File: src/rtl/saes64_ks_sequencer.sv
// AES-128 encrypt key-expansion sequencer driving one saes64 FU with ks1/ks2 only.
// Streams round keys 0..NROUNDS as {k1,k0} through a valid/ready port.
module saes64_ks_sequencer #(
    parameter int NROUNDS = 10
) (
    input  logic         g_clk,
    input  logic         g_reset,
    input  logic         start,
    input  logic [127:0] key,
    output logic         busy,
    output logic         done,
    output logic         rk_valid,
    input  logic         rk_ready,
    output logic [127:0] rk_data,
    output logic [3:0]   rk_index,
    output logic         fu_valid,
    input  logic         fu_ready,
    input  logic [63:0]  fu_rd,
    output logic [63:0]  fu_rs1,
    output logic [63:0]  fu_rs2,
    output logic [3:0]   fu_enc_rcon,
    output logic         fu_op_ks1,
    output logic         fu_op_ks2
);

    // state | meaning
    // IDLE  | waiting for start
    // EMIT  | presenting {k1,k0} as round key `round`
    // KS1   | t  = ks1(k1, round)
    // KS2LO | k0 = ks2(t, k0)
    // KS2HI | k1 = ks2(k0, k1), round + 1
    typedef enum logic [2:0] {
        S_IDLE,
        S_EMIT,
        S_KS1,
        S_KS2LO,
        S_KS2HI
    } state_t;

    localparam logic [3:0] LAST_ROUND = 4'(NROUNDS);

    state_t      state;
    logic [63:0] k0;
    logic [63:0] k1;
    logic [63:0] t;
    logic [3:0]  round;

    // Each FU state spends its first cycle with fu_valid low while the operands
    // are loaded; that cycle is also the mandatory gap after the prior handshake.
    always_ff @(posedge g_clk) begin
        if (g_reset) begin
            state       <= S_IDLE;
            k0          <= '0;
            k1          <= '0;
            t           <= '0;
            round       <= '0;
            busy        <= 1'b0;
            done        <= 1'b0;
            rk_valid    <= 1'b0;
            rk_data     <= '0;
            rk_index    <= '0;
            fu_valid    <= 1'b0;
            fu_rs1      <= '0;
            fu_rs2      <= '0;
            fu_enc_rcon <= '0;
            fu_op_ks1   <= 1'b0;
            fu_op_ks2   <= 1'b0;
        end else begin
            done <= 1'b0;
            case (state)
                S_IDLE: begin
                    if (start) begin
                        k0       <= key[63:0];
                        k1       <= key[127:64];
                        round    <= '0;
                        busy     <= 1'b1;
                        rk_valid <= 1'b1;
                        rk_data  <= key;
                        rk_index <= '0;
                        state    <= S_EMIT;
                    end
                end
                S_EMIT: begin
                    if (rk_ready) begin
                        rk_valid <= 1'b0;
                        if (round == LAST_ROUND) begin
                            busy  <= 1'b0;
                            done  <= 1'b1;
                            state <= S_IDLE;
                        end else begin
                            state <= S_KS1;
                        end
                    end
                end
                S_KS1: begin
                    if (!fu_valid) begin
                        fu_valid    <= 1'b1;
                        fu_op_ks1   <= 1'b1;
                        fu_rs1      <= k1;
                        fu_rs2      <= '0;
                        fu_enc_rcon <= round;
                    end else if (fu_ready) begin
                        t         <= fu_rd;
                        fu_valid  <= 1'b0;
                        fu_op_ks1 <= 1'b0;
                        state     <= S_KS2LO;
                    end
                end
                S_KS2LO: begin
                    if (!fu_valid) begin
                        fu_valid  <= 1'b1;
                        fu_op_ks2 <= 1'b1;
                        fu_rs1    <= t;
                        fu_rs2    <= k0;
                    end else if (fu_ready) begin
                        k0        <= fu_rd;
                        fu_valid  <= 1'b0;
                        fu_op_ks2 <= 1'b0;
                        state     <= S_KS2HI;
                    end
                end
                S_KS2HI: begin
                    if (!fu_valid) begin
                        fu_valid  <= 1'b1;
                        fu_op_ks2 <= 1'b1;
                        fu_rs1    <= k0;
                        fu_rs2    <= k1;
                    end else if (fu_ready) begin
                        k1        <= fu_rd;
                        round     <= round + 4'd1;
                        fu_valid  <= 1'b0;
                        fu_op_ks2 <= 1'b0;
                        rk_valid  <= 1'b1;
                        rk_data   <= {fu_rd, k0};
                        rk_index  <= round + 4'd1;
                        state     <= S_EMIT;
                    end
                end
                default: begin
                    state <= S_IDLE;
                end
            endcase
        end
    end

endmodule

File: config.mk
export PLATFORM = sky130hd
export DESIGN_NAME = saes64_ks_sequencer
export DESIGN_NICKNAME = d
export VERILOG_FILES = /design/src/rtl/saes64_ks_sequencer.sv
export SDC_FILE = /design/constraint.sdc
export NUM_CORES = 1
export LEC_CHECK = 0
export ABC_AREA = 0
export CORE_UTILIZATION = 35
export CTS_BUF_LIST = sky130_fd_sc_hd__clkbuf_8 sky130_fd_sc_hd__clkbuf_16
export DETAILED_ROUTE_END_ITERATION = 10
export PLACE_DENSITY = 0.62
export SLEW_MARGIN = 5
export SYNTH_ARGS = -nofsm -noshare
export SYNTH_HDL_FRONTEND = slang
export SYNTH_SLANG_ARGS = --single-unit
File: constraint.sdc
create_clock -name g_clk -period 3.11 [get_ports g_clk]
set_input_delay 0.311 -clock g_clk [delete_from_list [all_inputs] [get_ports g_clk]]
set_output_delay 0.311 -clock g_clk [all_outputs]
set_load 0.03 [all_outputs]
After elaboration in Yosys (flattened, before gate mapping). Index checks and enable logic that the tools add are counted.

Logic and storage cells: 99. Output and inout bits: 270. Bits in registers: 465.

Bitwise logic cells: 3. $add $sub $neg: 1. Multiplexer cells: 43. Equal/unequal tests: 18. Reduce and logical (&&, ||, !) cells: 19.

Operator list (number): $mux W64 (8); $mux W128 (3); $pmux W64 S3 (2); $pmux W128 S2 (1); $pmux W64 S2 (2); $mux W3 (8); $ne A2 B2 Y1 const B (12); $reduce_and A4 Y1 (4); $pmux W3 S5 (1); $mux W4 (3); $mux W1 (11); $pmux W4 S2 (1); $reduce_and A8 Y1 (1); $eq A3 B2 Y1 const B (2); $reduce_and A2 Y1 (3); $reduce_bool A2 Y1 (3); $reduce_bool A3 Y1 (2); $reduce_or A3 Y1 (2); $reduce_and A5 Y1 (1); $add A4 B1 Y4 const B (1); $eq A4 B4 Y1 const B (1); $eq A3 B1 Y1 const B (1); $eq A3 B3 Y1 const B (1); $logic_not A3 Y1 (1); 7 further kinds (9).

Longest topological paths before layout.
Depth after elaboration: 4. Mapped depth: 8.

Worst setup path after synthesis. Ideal clock, no wire load.

Path kind: register -> register. Start: reg fu_valid. End: reg fu_rs1[45]. Path slack: 1.359 ns. Stages on the path, launching flop included: 6. Arrival time: 1.608 ns. Path through: dfxtp_1 buf_2 inv_1 nand2_1 clkbuf_1 o41ai_2.

Word-level cells in the longest chain between the ends: 2. Elaborated cells on any way between the ends: 4. Those cells by class: eq/ne (3); reduce/logical (1).

RTL lines: from (decl) (line 16) `output logic fu_valid,`; from (signal assigned) (line 62) `fu_valid <= 1'b0;`; from (signal assigned) (line 97) `fu_valid <= 1'b1;`; from (signal assigned) (line 104) `fu_valid <= 1'b0;`; $ne A2 B2 Y1 (no source line); $reduce_and A4 Y1 (no source line) (*); to (signal assigned) (line 99) `fu_rs1 <= k1;`; to (signal assigned) (line 113) `fu_rs1 <= t;`; to (signal assigned) (line 126) `fu_rs1 <= k0;`; to (decl) (line 19) `output logic [63:0] fu_rs1,`.

Mark *: on every way between the ends. The rest lies on a longest branch, timed or not. A chain may end at the register's enable or synchronous reset.

Worst setup path after layout.
Start: reg fu_valid. End: out fu_valid.

No word-level cell between the ends.

==> flow_metrics.env <==
export IMPL_status="finished clean"
export IMPL_critPathTopFamily="buffers and inverters"
export IMPL_clkLatencyLatePin_ns=0.60
export IMPL_core_area_um2=61900
export IMPL_p_sw_mw=4.69
export IMPL_vias_per_cell=6.18
export IMPL_area_growth_pct=28.6
export IMPL_n_antenna_cell=0
export IMPL_clockRootBuffer="clkbuf_16"
export IMPL_cts_tree="built"
export IMPL_period_needed_ns=2.57
export IMPL_final_common_cell="clkdlybuf4s50_1"
export IMPL_p_int_mw=10.2
export IMPL_io_buffer_count=466
export IMPL_power_frac_clock_pct=38.4
export IMPL_tightest_slew_ns=1.06
export IMPL_synth_seq_cells=401
export IMPL_synth_area_per_cell_um2=8.52
export IMPL_grt_pass1_vias=22500
export IMPL_p_per_area_nw_per_um2=524
export IMPL_setup_tns_ns=0
export IMPL_reg2reg_from="state[0]$_SDFFE_PP0P_"
export IMPL_grt_max_degree=128
export IMPL_rr_endpoint="t[56]$_SDFFE_PP0P_"
export IMPL_fmax_mhz=390
export IMPL_final_cell_mix="465 x clkdlybuf4s50_1, 398 x dfxtp_1, 329 x nand2_1"
export IMPL_fillers=5956
export IMPL_arrival_ns=2.26
export IMPL_hold_class="in -> reg"
export IMPL_cap_violations=0
export IMPL_drive_gt1_share_pct=7.91
export IMPL_drc=0
export IMPL_syn_cell_area_um2=22000
export IMPL_min_to="state[2]$_SDFFE_PP0P_"
export IMPL_num_io_pins=467
export IMPL_cts_setup_buffers=0
export IMPL_dpl_hpwl_mm=53.6
export IMPL_path_buf_inv=1
export IMPL_die_h_um=253
export IMPL_num_vias=22800
export IMPL_pwr_share_comb_pct=21.8
export IMPL_hp_start="g_reset"
export IMPL_cts_hold_buf=0
export IMPL_cp_slowest_cell="clkdlybuf4s50_1"
export IMPL_wl_mm=90.2
export IMPL_post_drt_wl_per_cell_um=24.5
export IMPL_cts_buffers=48
export IMPL_p_seq_share_pct=39.8
export IMPL_grt_first_pass_wirelength_mm=136
export IMPL_yosysWarnings=0
export IMPL_cp_required_ns=2.80
export IMPL_drt_antenna_violating_nets=0
export IMPL_endpoint_kind="output port"
export IMPL_start_kind="flop"
export IMPL_rrSetupSlack_ns=0.67
export IMPL_finalClockSkew_ns=0.0310
export IMPL_slew_violations=0
export IMPL_p_leak_nw=10.4
export IMPL_num_rows=91
export IMPL_initial_core_util_pct=35.5
export IMPL_worst_setup_path_type="reg -> out"
export IMPL_cpPeakStageDelay_ns=0.87
export IMPL_holdPathStages=2
export IMPL_max_slew_margin_pct=28.8
export IMPL_hold_viol=0
export IMPL_synth_seq_area_share_pct=36.5
export IMPL_place_congestion=0.832
export IMPL_total_power_mw=14.8
export IMPL_drt_iter0_drc=2078
export IMPL_antenna_found_initial=2
export IMPL_nets=3008
export IMPL_reg2regPathDepth=4
export IMPL_synth_distinct_cells=53
export IMPL_swShare_pct=31.6
export IMPL_rsz0062_at_grt="no"
export IMPL_peakVddDrop_uv=400
export IMPL_synthesis_nets=2782
export IMPL_finalWorstSetupSlack_ns=0.544
export IMPL_cts_resized=0
export IMPL_syn_inst=2583
export IMPL_clk_pin_slew_worst_paths_ns=0.06
export IMPL_setup_viol=0
export IMPL_crit_chain="clkdlybuf4s50_1"
export IMPL_htree_levels=2
export IMPL_place_ws_ns=0.711
export IMPL_final_cells=3683
export IMPL_seqCellArea_um2=8040
export IMPL_period_share_pct=82.5
export IMPL_gr_total_overflow=0
export IMPL_die_x_um=253
export IMPL_dr_pass1_iters=5
export IMPL_multi_input_area_um2=12400
export IMPL_track_usage_pct=26.8
export IMPL_cts_max_path_buffers=3
export IMPL_placed_cells_incl_taps=3596
export IMPL_clock_sinks=401
export IMPL_die_area_um2=63900
export IMPL_crit_fanout=17
worst max-delay path by stage:
| stage | start | endpoint | slack, ns | cells after the start |
|---|---|---|---|---|
| floorplan | fu_valid$_SDFFE_PP0P_ | fu_rs1[45]$_SDFFE_PP0P_ | 1.36 | 5 |
| global route | fu_valid$_SDFFE_PP0P_ | fu_valid | 0.46 | 1 |
| detailed placement | state[0]$_SDFFE_PP0P_ | t[56]$_SDFFE_PP0P_ | 0.71 | 4 |
| global placement | fu_ready | state[1]$_SDFFE_PP0P_ | 0.77 | 5 |
| CTS | fu_valid$_SDFFE_PP0P_ | fu_valid | 0.53 | 1 |
| finish | fu_valid$_SDFFE_PP0P_ | fu_valid | 0.54 | 1 |
per-layer routing:
layer,global-route usage (%),vias up,part of all wire (%)
met1,35.1,11200,42
met2,43.7,1072,47
met3,5.21,170,7.7
met5,0,-,0.014
met4,9.66,2,2.8
li1,-,10300,-
cell usage after synthesis, drive strengths merged:
cell type / instances / area, µm²
nor3b: 3 / 38.8
and3: 2 / 12.5
nor3: 69 / 345
or3: 2 / 12.5
o21bai: 128 / 961
nand3: 69 / 350
nor2: 71 / 267
and2: 2 / 12.5
nand3b: 55 / 413
o21ai: 71 / 355
a311oi: 1 / 8.76
nor4b: 3 / 62.6
a21boi: 1 / 7.51
o2bb2ai: 65 / 569
nand2b: 20 / 125
o311ai: 128 / 1120
o311a: 1 / 10.0
a31oi: 128 / 801
ha: 2 / 25.0
or4: 1 / 7.51
dfxtp: 401 / 8030
a31o: 1 / 8.76
nor2b: 59 / 369
a211oi: 1 / 7.51
buf: 181 / 1080
o32ai: 1 / 8.76
or3b: 4 / 35.0
o31ai: 153 / 1150
inv: 3 / 11.3
a21oi: 145 / 737
or4b: 2 / 20.0
o211ai: 3 / 22.5
o21a: 57 / 428
nand4: 58 / 363
nand2: 331 / 1240
a22o: 8 / 70.1
clkbuf: 156 / 586
mux2i: 67 / 671
a221oi: 64 / 692
a32o: 9 / 90.1
o41ai: 55 / 865
o221a: 2 / 22.5
sequential cells by signal, indices dropped and copies added, names as in the netlist, 3 cells and up:
| name | cells |
|---|---|
| rk_data | 128 |
| fu_rs1 | 64 |
| fu_rs2 | 64 |
| k0 | 64 |
| t | 64 |
| fu_enc_rcon | 4 |
| round | 4 |
| state | 3 |
power by group through the flow:
stage          clock [mW]  sequential (mW)  combinational (mW)
3_3_place_gp            0             5.99                3.16
2_1_floorplan           0             6.36                1.49
6_report             5.70             5.91                3.24
4_1_cts              5.77             5.90                3.22
3_5_place_dp            0             6.00                3.21
5_1_grt              5.97             5.95                3.42
through the flow:
stage               hold WS (ns)  utilization (%)  cell area, µm²
global route               0.139             45.7           28300
CTS                       0.0959             45.7           28300
finish                     0.132             45.7           28300
detailed placement         0.463             43.1           26700
floorplan                  0.448                -           22000
global placement           0.449             43.1           26700
logic make-up after synthesis:
group / after synthesis / synth area share [%]
mux: 67 / 3.05
buf+inv: 340 / 7.61
compound gates: 1022 / 36.1
flops: 401 / 36.5
simple gates: 751 / 16.7
fa+ha+maj: 2 / 0.114
area by class of cell:
class / count / share of cell area, %
multi-input combinational: 1842 / 43.8
sequential: 401 / 28.4
timing repair buffer: 513 / 18.4
clock buffer: 66 / 5.16
tap: 837 / 3.70
clock inverter: 21 / 0.442
inverter: 3 / 0.0663
Power figures use the tool's default switching activity.
